## src/rtl/fib_sequencer.sv

```systemverilog
// fib_sequencer: iterative Fibonacci engine with start/done handshake and sticky overflow
module fib_sequencer #(
  parameter int W  = 16,
  parameter int NW = 5
) (
  input  logic          clk,
  input  logic          rst_n,
  input  logic          start,
  input  logic [NW-1:0] n,
  output logic          busy,
  output logic          done,
  output logic [W-1:0]  result,
  output logic          overflow
);
  localparam logic [1:0] IDLE = 2'd0, CALC = 2'd1, DONE = 2'd2;
  logic [1:0]    state;
  logic [W-1:0]  a, b;
  logic [NW-1:0] cnt;
  logic          fa, fb;
  logic [W:0]    sum;
  assign sum = {1'b0, a} + {1'b0, b};
  // a holds F(k), b holds F(k+1); the result is taken from a so a carry into F(n+1) never reaches overflow
  always_ff @(posedge clk or negedge rst_n)
    if (!rst_n) begin
      state    <= IDLE;
      a        <= '0;
      b        <= '0;
      cnt      <= '0;
      fa       <= 1'b0;
      fb       <= 1'b0;
      result   <= '0;
      overflow <= 1'b0;
      busy     <= 1'b0;
      done     <= 1'b0;
    end else
      case (state)
        IDLE: if (start) begin
          state <= CALC;
          a     <= '0;
          b     <= {{(W-1){1'b0}}, 1'b1};
          fa    <= 1'b0;
          fb    <= 1'b0;
          cnt   <= n;
          busy  <= 1'b1;
        end
        CALC: if (cnt == '0) begin
          state    <= DONE;
          result   <= a;
          overflow <= fa;
          busy     <= 1'b0;
          done     <= 1'b1;
        end else begin
          a   <= b;
          fa  <= fb;
          b   <= sum[W-1:0];
          fb  <= fb | fa | sum[W];
          cnt <= cnt - 1'b1;
        end
        default: begin
          state <= IDLE;
          done  <= 1'b0;
          busy  <= 1'b0;
        end
      endcase
endmodule

```

## config.mk

```make
export PLATFORM = sky130hd
export DESIGN_NAME = fib_sequencer
export DESIGN_NICKNAME = d
export VERILOG_FILES = /design/src/rtl/fib_sequencer.sv
export SDC_FILE = /design/constraint.sdc
export NUM_CORES = 1
export LEC_CHECK = 0
export ABC_CLOCK_PERIOD_IN_PS = 5990
export BUFFER_PORTS_ARGS = -buffer_cell sky130_fd_sc_hd__buf_4
export CORE_UTILIZATION = 64
export CTS_BUF_LIST = sky130_fd_sc_hd__clkbuf_4 sky130_fd_sc_hd__clkbuf_8 sky130_fd_sc_hd__clkbuf_16
export CTS_CLUSTER_SIZE = 8
export DETAILED_ROUTE_END_ITERATION = 10
export GPL_TIMING_DRIVEN = 0
export PLACE_DENSITY = 0.85
export SYNTH_ARGS = -nofsm -noshare
export SYNTH_HDL_FRONTEND = slang
export SYNTH_SLANG_ARGS = --single-unit
```

## constraint.sdc

```tcl
create_clock -name clk -period 5.99 [get_ports clk]
set_clock_uncertainty 0.2 [all_clocks]
set_input_delay 1.4975 -clock clk [delete_from_list [all_inputs] [get_ports clk]]
set_output_delay 1.4975 -clock clk [all_outputs]
set_load 0.02 [all_outputs]
```

# After elaboration in Yosys (flattened, before gate mapping)
# Cells that the tools add are included.
# classes
add_sub_neg,2
eq_ne,4
mux,22
bitwise,3
reduce_logical,7
# ops
cell,count
two-way mux 16 bit,4
case mux 16 bit (2 select lines),2
adder 16 x 16 -> 17 bit,1
two-way mux 5 bit,2
case mux 5 bit (2 select lines),1
case mux 1 bit (2 select lines),4
two-way mux 1 bit,6
"inequality test 2 bit, second input constant",3
AND reduction 2 bit,3
zero test 5 bit,1
"subtractor 5 x 1 -> 5 bit, second input constant",1
two-way mux 2 bit,2
case mux 2 bit (2 select lines),1
AND reduction 3 bit,1
"equality test 2 x 1 -> 1 bit, second input constant",1
zero test 2 bit,1
bitwise OR 1 bit,2
nonzero test 2 bit,1
inverter 1 bit,1
# word_totals
ff_bits,60
inputBits,8
out_inout_bits,19
word_cells,48

# Logic depth before layout (Yosys ltp)
# Gate-level depths: netlist of the first run.
# depth
word_depth,4
mapped_depth,9
depth_no_buf,9

# Least setup slack after synthesis of the first run
# No wires, ideal clock.
# synth_timing
kind,in2reg
startpoint,input start
endpoint,register b[12]
arrival_time_ns,2.399
setup_slack_ns,3.255
stages,6
path_buffers,2
path_cell_list,nor2_1 a211o_1 buf_2 buf_2 a211oi_1 o211ai_1
# synth_via
elab_chain_cells,2
# synth_lines
element,line,source
start: declaration,8,"input logic start,"
inequality test 2 bit (no line),n/a,
AND reduction 3 bit (no line),n/a,
end signal: assignment,40,"b <= {{(W-1){1'b0}}, 1'b1};"
end signal: assignment,55,b <= sum[W-1:0];
end: declaration,17,"logic [W-1:0] a, b;"
# Every way passes these cells.
# A chain may end at the register's enable or synchronous reset.

==> impl_metrics.env, run 1 <==
export IMPL_status="finished, violations left"
export IMPL_failed_checks="DRC"
export IMPL_drt_iter0_markers=190
export IMPL_crit_path_max_incr_delay_ps=410
export IMPL_hpwlAfterDp_um=4550
export IMPL_final_nets=385
export IMPL_hold_buffers=0
export IMPL_maxSlewHeadroom_pct=50.4
export IMPL_gp_congestion=0.897
export IMPL_grt_max_degree=60
export IMPL_r2r_start="a[0]"
export IMPL_cts_sinks=59
export IMPL_syn_cell_area_sq_um=3080
export IMPL_wirelength_um=6980
export IMPL_critPathCaptureType="output pin"
export IMPL_synth_cells=321
export IMPL_rsz0062_at_grt="false"
export IMPL_drtPass1Iterations=7
export IMPL_antenna_found_initial=0
export IMPL_overflow=0
export IMPL_cts_tree="built"
export IMPL_hold_end="result[6]"
export IMPL_hp_class="flip-flop to flip-flop"
export IMPL_post_cts_buffers=0
export IMPL_required_ps=4290
export IMPL_dr_total_vias=2528
export IMPL_ant_nets=0
export IMPL_start_util_pct=68.8
export IMPL_yosysSeqAreaShare_pct=47.9
export IMPL_cp_slowest_cell="dfrtp_1"
export IMPL_drive_gt1_share_pct=16.3
export IMPL_min_delay_path_depth=2
export IMPL_grt_pass1_vias=2482
export IMPL_setup_viol=0
export IMPL_worstRegToRegCells=9
export IMPL_crit_buf_inv=1
export IMPL_min_delay_start="result[6]"
export IMPL_slew_viol_final=0
export IMPL_cp_cell_sequence="buf_4"
export IMPL_avgSynthCellArea_sq_um=9.60
export IMPL_clk_pin_slew_worst_paths_ps=70
export IMPL_ys_flop_type="dfrtp_1"
export IMPL_track_usage_pct=30.5
export IMPL_clock_fmax_mhz=382
export IMPL_syn_num_nets=348
export IMPL_cp_arrival_ps=920
export IMPL_dieArea_sq_um=5090
export IMPL_clk_latency_ps=330
export IMPL_area_delta_synth_final_pct=16.9
export IMPL_worst_pin_slew_ps=743
export IMPL_finalCritPeriodShare_pct=43.7
export IMPL_numCtsBuffers=9
export IMPL_grt_pass1_wl_um=11700
export IMPL_layout_min_cycle_time_ps=2620
export IMPL_clk_path_buf_depth=2
export IMPL_synth_top_area_share_pct=47.9
export IMPL_synth_edf_count=0
export IMPL_synthArstFlopShare_pct=100
export IMPL_worst_r2r_endpoint="fb"
export IMPL_post_drt_wl_per_cell_um=16.8
export IMPL_synth_largest_area_cell="dfrtp_1"
export IMPL_htree_levels=3
export IMPL_yosysUniqueCellTypes=48
export IMPL_crit_type="flip-flop to output pin"
export IMPL_n_antenna_cell=0
export IMPL_cap_violations=0
export IMPL_drc=2
export IMPL_die_x_um=71.4
export IMPL_cts_root_buf="clkbuf_8"
export IMPL_viasPerCell=6.09
export IMPL_r2r_slack_ps=3420
export IMPL_worst_path_dominant_cell_family="flip-flops"
export IMPL_setup_tns_ps=0
export IMPL_io_buffers=26
export IMPL_crit_fanout=5
export IMPL_hold_viol=0
export IMPL_fp_coreArea_sq_um=4470
export IMPL_ys_top_cells_by_area="dfrtp_1 48%, nand2_1 8.5%, ha_1 7.3%"
export IMPL_dieHeight_um=71.4
export IMPL_synth_seq_cells=59
export IMPL_num_rows=24
export IMPL_ios=27
export IMPL_cts_resized=0
export IMPL_start_kind="flip-flop"
export IMPL_yosysWarnings=0
-- sequential cells by signal, indices dropped and copies added, names as in the netlist --
| signal | flops |
|---|---|
| result | 16 |
| state | 2 |
| overflow | 1 |
| b | 16 |
| a | 16 |
| fb | 1 |
| fa | 1 |
| cnt | 5 |
| done | 1 |
-- synthesized netlist by cell type (3+ instances only) --
cell / count
a21oi_1: 20
inv_1: 11
buf_6: 3
a22o_1: 15
nor2b_1: 3
o22ai_1: 4
o21bai_1: 3
xor2_1: 5
nand2b_1: 3
dfrtp_1: 59
buf_2: 4
nor3_1: 3
xnor2_1: 6
a211oi_1: 3
nor2_1: 17
o21ai_0: 26
nand2_1: 70
clkbuf_1: 6
ha_1: 18
nand3_1: 3
-- metrics by stage --
stage	setup slack [ps]	cells	instance area (sq um)	util [%]	hold slack, ps
floorplan	3260	321	3080	-	262
global placement	3060	399	3340	74.7	260
detailed placement	3070	399	3340	74.7	264
CTS	3370	415	3600	80.5	281
global route	3200	415	3600	80.5	309
finish	3370	415	3600	80.5	275
-- cell type report --
| type | instances | area (sq um) |
|---|---|---|
| clock buffer | 12 | 165 |
| buffer | 17 | 115 |
| clock inverter | 4 | 95.1 |
| tap | 52 | 65.1 |
| fill | 283 | 873 |
| multi-input combinational | 234 | 1450 |
| inverter | 11 | 41.3 |
| sequential | 59 | 1480 |
| timing repair buffer | 26 | 195 |
-- worst max-delay path by stage --
stage	cells after the start	startpoint	slack (ps)	end
after detailed placement	7	start	3070	b[12]
after CTS	1	state[0]	3370	busy
after floorplan	6	start	3260	b[12]
after global placement	7	start	3060	b[12]
final	1	state[0]	3370	busy
after global routing	9	a[0]	3200	fb
-- cell families (layout without fill, tap and decap cells) --
group | after synthesis | count (layout) | share of synthesized area, %
simple gates | 110 | 110 | 15.7
mux | 1 | 1 | 0.366
xor+xnor | 11 | 11 | 3.13
flops | 59 | 59 | 47.9
buf+inv | 28 | 70 | 5.08
compound gates | 93 | 93 | 19.9
fa+ha+maj | 19 | 19 | 7.96
-- cells in the final DEF, fill, tap and decap left out, types with 4 or more instances in the layout --
cell type,count
o22ai_1,4
nor2_1,17
clkbuf_8,14
dfrtp_1,59
inv_1,11
o21ai_0,26
clkbuf_1,6
a21oi_1,20
xnor2_1,6
ha_1,18
a22o_1,15
buf_2,4
nand2_1,70
xor2_1,5
buf_4,27
-- metal layers --
layer,GRT usage [%],vias to the layer above,wire [um]
li1,-,1205,-
met1,39.7,1230,3050
met2,49.9,76,3430
met3,4.50,17,359
met4,15.6,0,144
met5,0,-,0
Power of run 1 is left out: the tool's default activity adds up to more than one toggle a clock period on the data nets, which glitch-free logic cannot reach.
==> inputs of run 2 (changes only) <==
Settings changed: ABC_AREA from default to 1, ABC_CLOCK_PERIOD_IN_PS 5990 to 2700, CORE_UTILIZATION 64 to 60, PLACE_DENSITY 0.85 to 0.8.
Clock period 5.99 ns to 2.7 ns, I/O delays scaled along.
==> impl_metrics.env, run 2 <==
export IMPL_ant_nets=0
export IMPL_stdcell_area_sq_um=3850
export IMPL_dieHeight_um=76.4
export IMPL_slew_viol_final=0
export IMPL_ys_flop_type="dfrtp_1"
export IMPL_htree_levels=3
export IMPL_required_ps=2750
export IMPL_critPathCaptureType="flip-flop"
export IMPL_largestRegisters="a: 16 flops, b: 16 flops, result: 16 flops"
export IMPL_setup_viol=0
export IMPL_layout_common_cells="139 x nand2_1, 73 x inv_1, 59 x dfrtp_1, 27 x buf_4, 24 x o21ai_0"
export IMPL_cts_tree="built"
export IMPL_die_x_um=76.4
export IMPL_hpwlAfterDp_um=5450
export IMPL_yosysWarnings=0
export IMPL_clock_fmax_mhz=462
export IMPL_crit_buf_inv=2
export IMPL_start_util_pct=63.8
export IMPL_p_seq_share_pct=29.4
export IMPL_synth_top_area_share_pct=44.5
export IMPL_drt_iter0_markers=277
export IMPL_synth_cells=422
export IMPL_hold_viol=0
export IMPL_n_antenna_cell=0
export IMPL_clk_pin_slew_worst_paths_ps=70
export IMPL_syn_cell_area_sq_um=3320
export IMPL_worstRegToRegCells=7
export IMPL_clk_path_buf_depth=2
export IMPL_dr_total_vias=2903
export IMPL_io_buffers=26
export IMPL_crit_type="flip-flop to flip-flop"
export IMPL_yosysSeqAreaShare_pct=44.5
export IMPL_dieArea_sq_um=5840
export IMPL_syn_num_nets=449
export IMPL_cp_cell_sequence="inv_1 > ha_1 > nand2_1 > o21ai_4 > nand2_2 > clkbuf_1 > o21ai_0"
export IMPL_cts_sinks=59
export IMPL_clk_latency_ps=340
export IMPL_finalCritPeriodShare_pct=80.1
export IMPL_yosysUniqueCellTypes=30
export IMPL_area_delta_synth_final_pct=16.1
export IMPL_worstSetupPathDepth=7
export IMPL_cts_resized=0
export IMPL_synthArstFlopShare_pct=100
export IMPL_drc=0
export IMPL_ys_top_cells_by_area="dfrtp_1 44%, nand2_1 16%, inv_1 8.3%"
export IMPL_drive_gt1_share_pct=15.7
export IMPL_fp_coreArea_sq_um=5200
export IMPL_ios=27
export IMPL_setup_ws_ps=536
export IMPL_r2r_slack_ps=540
export IMPL_numCtsBuffers=9
export IMPL_p_int_w=0.00276
export IMPL_grt_pass1_vias=2877
export IMPL_overflow=0
export IMPL_grt_pass1_wl_um=13600
export IMPL_crit_path_max_incr_delay_ps=380
export IMPL_yosysMostFrequentCell="nand2_1"
export IMPL_post_drt_wl_per_cell_um=14.9
export IMPL_track_usage_pct=30.4
export IMPL_maxSlewHeadroom_pct=50.9
export IMPL_power_frac_clock_pct=20.7
export IMPL_wirelength_um=7940
export IMPL_p_sw_share_pct=44.5
export IMPL_viasPerCell=5.44
export IMPL_comb_power_share_pct=49.9
export IMPL_num_rows=26
export IMPL_cts_root_buf="clkbuf_8"
export IMPL_crit_fanout=10
export IMPL_final_util_pct=74.0
export IMPL_cp_arrival_ps=2210
export IMPL_synth_edf_count=0
export IMPL_antenna_found_initial=0
export IMPL_hold_buffers=0
export IMPL_cp_slowest_cell="dfrtp_1"
export IMPL_drtPass1Iterations=5
export IMPL_dp_slack_ps=583
export IMPL_synth_seq_cells=59
export IMPL_final_common_cell="nand2_1"
export IMPL_rsz0062_at_grt="false"
export IMPL_status="completed"
export IMPL_worst_pin_slew_ps=736
export IMPL_place_area_sq_um=3600
export IMPL_synth_largest_area_cell="dfrtp_1"
export IMPL_power_density_nw_per_um2=1290
export IMPL_hp_class="input pin to async pin"
export IMPL_synth_common_cells="139 x nand2_1, 73 x inv_1, 59 x dfrtp_1, 24 x o21ai_0, 19 x nand3_1"
export IMPL_post_cts_buffers=0
export IMPL_start_kind="flip-flop"
export IMPL_setup_tns_ps=0
export IMPL_cap_violations=0
export IMPL_layout_min_cycle_time_ps=2160
export IMPL_vdd_drop_max_uv=849
export IMPL_avgSynthCellArea_sq_um=7.87
export IMPL_worst_path_dominant_cell_family="compound AO/OA/AOI/OAI gates"
export IMPL_grt_max_degree=60
export IMPL_cellLeakagePower_nw=2.09
export IMPL_final_nets=486
export IMPL_p_switching_w=0.00221
export IMPL_gp_congestion=0.908
-- run 2: cell count changes in the layout (fill, tap and decap cells not counted), moves of 4 or more --
cell,previous run,this run
clkbuf_1,6,1
a22o_1,15,0
a21oi_1,20,13
o21ai_2,1,17
nand3_1,3,19
inv_1,11,73
nand2_1,70,139
clkbuf_8,14,10
xnor2_1,6,1
o22ai_1,4,14
-- run 2: worst paths after layout --
path	from	end
worst min register to register	cnt[4]	cnt[4]
min in group clk	cnt[4]	cnt[4]
max in group asynchronous	rst_n	fa
worst max-delay path	cnt[0]	a[11]
worst min-delay path	rst_n	b[2]
worst max register to register	cnt[0]	a[11]
-- run 2: logic make-up (layout without fill, tap and decap cells) --
kind of cell / Yosys count / count (layout) / synth area share, %
flip-flops: 59 / 59 / 44.5
AND/OR/NAND/NOR: 186 / 186 / 23.1
AO/OA/AOI/OAI: 71 / 71 / 13.7
buffers and inverters: 84 / 126 / 10.5
adder cells (fa/ha/maj): 19 / 19 / 7.39
XOR/XNOR: 3 / 3 / 0.791
-- run 2: layout make-up --
type | count | area [sq um]
Fill cell | 394 | 1350
Buffer | 9 | 63.8
Multi-Input combinational cell | 279 | 1490
Timing Repair Buffer | 26 | 195
Inverter | 75 | 287
Clock buffer | 12 | 153
Tap cell | 70 | 87.6
Clock inverter | 4 | 97.6
Sequential cell | 59 | 1480
-- run 2: power by group through the flow --
stage,Combinational [W],Clock [W],Sequential [W]
6_report,0.00248,0.00103,0.00146
5_1_grt,0.00274,0.00107,0.00150
4_1_cts,0.00246,0.00103,0.00146
3_5_place_dp,0.00242,0,0.00146
3_3_place_gp,0.00234,0,0.00145
2_1_floorplan,0.00164,0,0.00153
-- run 2: per-layer routing --
metal	global-route usage, %	vias up	wire, um
met5	0	-	0
met4	10.8	0	127
met3	3.59	17	288
met2	49.4	73	3850
met1	42.2	1407	3670
li1	-	1406	-
-- run 2: metrics by stage --
stage               total power [W]  instances  hold slack [ps]
finish                      0.00497        534              193
global route                0.00531        534              271
CTS                         0.00495        534              225
detailed placement          0.00388        518              266
global placement            0.00378        518              247
floorplan                   0.00317        422              179
No activity file was read; power rests on OpenSTA's default activity.
==> inputs of run 3 (changes only) <==
Settings changed: ABC_AREA 1 to 0, ABC_CLOCK_PERIOD_IN_PS 2700 to 1800, CORE_UTILIZATION 60 to 53, PLACE_DENSITY 0.8 to 0.75.
Clock period 2.7 ns to 1.8 ns, I/O delays scaled along.
==> impl_metrics.env, run 3 (synthesis results as in run 1) <==
export IMPL_hold_viol=36
export IMPL_die_x_um=78.2
export IMPL_crit_type="flip-flop to flip-flop"
export IMPL_rsz0062_at_grt="true"
export IMPL_start_kind="flip-flop"
export IMPL_finalCritPeriodShare_pct=129
export IMPL_final_util_pct=84.3
export IMPL_dp_slack_ps=-519
export IMPL_worst_r2r_endpoint="b[14]"
export IMPL_worstRegToRegCells=7
export IMPL_hold_buffers=0
export IMPL_gp_congestion=0.829
export IMPL_crit_fanout=6
export IMPL_r2r_start="a[13]"
export IMPL_drt_iter0_markers=287
export IMPL_crit_buf_inv=0
export IMPL_ant_nets=0
export IMPL_final_nets=439
export IMPL_htree_levels=3
export IMPL_crit_path_max_incr_delay_ps=410
export IMPL_hp_class="input pin to async pin"
export IMPL_r2r_slack_ps=-530
export IMPL_area_delta_synth_final_pct=51.7
export IMPL_clk_path_buf_depth=2
export IMPL_io_buffers=26
export IMPL_largestRegisters="a: 16 flops, b: 16 flops, result: 16 flops"
export IMPL_setup_viol=43
export IMPL_slew_viol_final=0
export IMPL_viasPerCell=6.31
export IMPL_hpwlAfterDp_um=4560
export IMPL_wirelength_um=10800
export IMPL_n_antenna_cell=0
export IMPL_layout_common_cells="72 x buf_4, 58 x dfrtp_1, 48 x nand2_1, 16 x nand2_2, 15 x a22o_1"
export IMPL_clock_fmax_mhz=429
export IMPL_required_ps=1830
export IMPL_cp_cell_sequence="ha_1 > a21oi_1 > o21ai_0 > a31oi_1 > o21ai_4 > xnor2_1 > o21ai_1"
export IMPL_worst_path_dominant_cell_family="compound AO/OA/AOI/OAI gates"
export IMPL_ios=27
export IMPL_dr_total_vias=3077
export IMPL_worst_pin_slew_ps=765
export IMPL_drive_gt1_share_pct=46.9
export IMPL_setup_ws_ps=-528
export IMPL_layoutNonFillerInstCount=488
export IMPL_cts_root_buf="clkbuf_8"
export IMPL_critPathCaptureType="flip-flop"
export IMPL_status="finished, violations left"
export IMPL_grt_pass1_vias=2889
export IMPL_dieArea_sq_um=6120
export IMPL_hold_ws_ps=-18.1
export IMPL_cp_slowest_cell="dfrtp_1"
export IMPL_dp_cells=419
export IMPL_drtPass1Iterations=5
export IMPL_cts_sinks=59
export IMPL_cts_tree="built"
export IMPL_clk_latency_ps=350
export IMPL_antenna_found_initial=0
export IMPL_grt_max_degree=60
export IMPL_cap_violations=0
export IMPL_numCtsBuffers=9
export IMPL_drc=0
export IMPL_post_drt_wl_per_cell_um=22.2
export IMPL_fp_coreArea_sq_um=5540
export IMPL_dieHeight_um=78.2
export IMPL_final_common_cell="buf_4"
export IMPL_overflow=0
export IMPL_grt_pass1_wl_um=14500
export IMPL_clk_pin_slew_worst_paths_ps=60
export IMPL_start_util_pct=55.6
export IMPL_num_rows=27
export IMPL_cp_arrival_ps=2350
export IMPL_track_usage_pct=31.7
export IMPL_final_fill_count=279
export IMPL_maxSlewHeadroom_pct=49.0
export IMPL_layout_min_cycle_time_ps=2330
export IMPL_failed_checks="hold timing, setup timing"
[run 3: cell count changes in the layout (fill, tap and decap cells not counted), moves of 11 or more]
cell     delta
nand2_1    -91
nand2_2    +15
inv_1      -67
o21ai_0    -14
nand3_1    -17
ha_1       -11
a22o_1     +15
o21ai_1    +11
o22ai_1    -12
buf_4      +45
[run 3: layout make-up]
class	count	area (sq um)	share of cell area [%]
plain buffers	14	171	3.67
clock buffers	14	186	3.99
clock inverters	1	30.0	0.643
inverters	11	47.5	1.02
multi-input cells	234	1900	40.7
flip-flops and latches	59	1480	31.6
well taps	72	90.1	1.93
repair buffers	83	766	16.4
[run 3: how the worst max path moves through the flow]
stage	start	to	slack, ps	cells after the start
after floorplan	a[0]	b[6]	-260	8
after global placement	a[0]	fb	-450	9
after detailed placement	a[0]	fb	-520	9
after CTS	a[0]	fb	-470	9
after global routing	a[13]	b[14]	-700	7
final	a[13]	b[14]	-530	7
[run 3: per-stage QoR]
| stage | setup TNS (ps) | area [sq um] |
|---|---|---|
| finish | -10860 | 4670 |
| detailed placement | -9220 | 3460 |
| global route | -13380 | 4670 |
| global placement | -8190 | 3460 |
| CTS | -5010 | 4290 |
| floorplan | -1950 | 3170 |
[run 3: metal layers]
layer / up-vias / track usage, % / share of wire (%)
li1: 1309 / - / -
met1: 1506 / 39.4 / 40
met2: 201 / 51.2 / 48
met3: 61 / 7.44 / 7.2
met4: 0 / 16.7 / 5.4
met5: - / 0 / 0
[run 3: what timing repair did]
item / in CTS / in global routing
cloned: 2 / 4
pin swaps: 44 / 48
setup endpoints to repair: 51 / 59
resized for setup: 67 / 69
buffers inserted: 37 / 16
Power of run 3 is left out for the same reason.
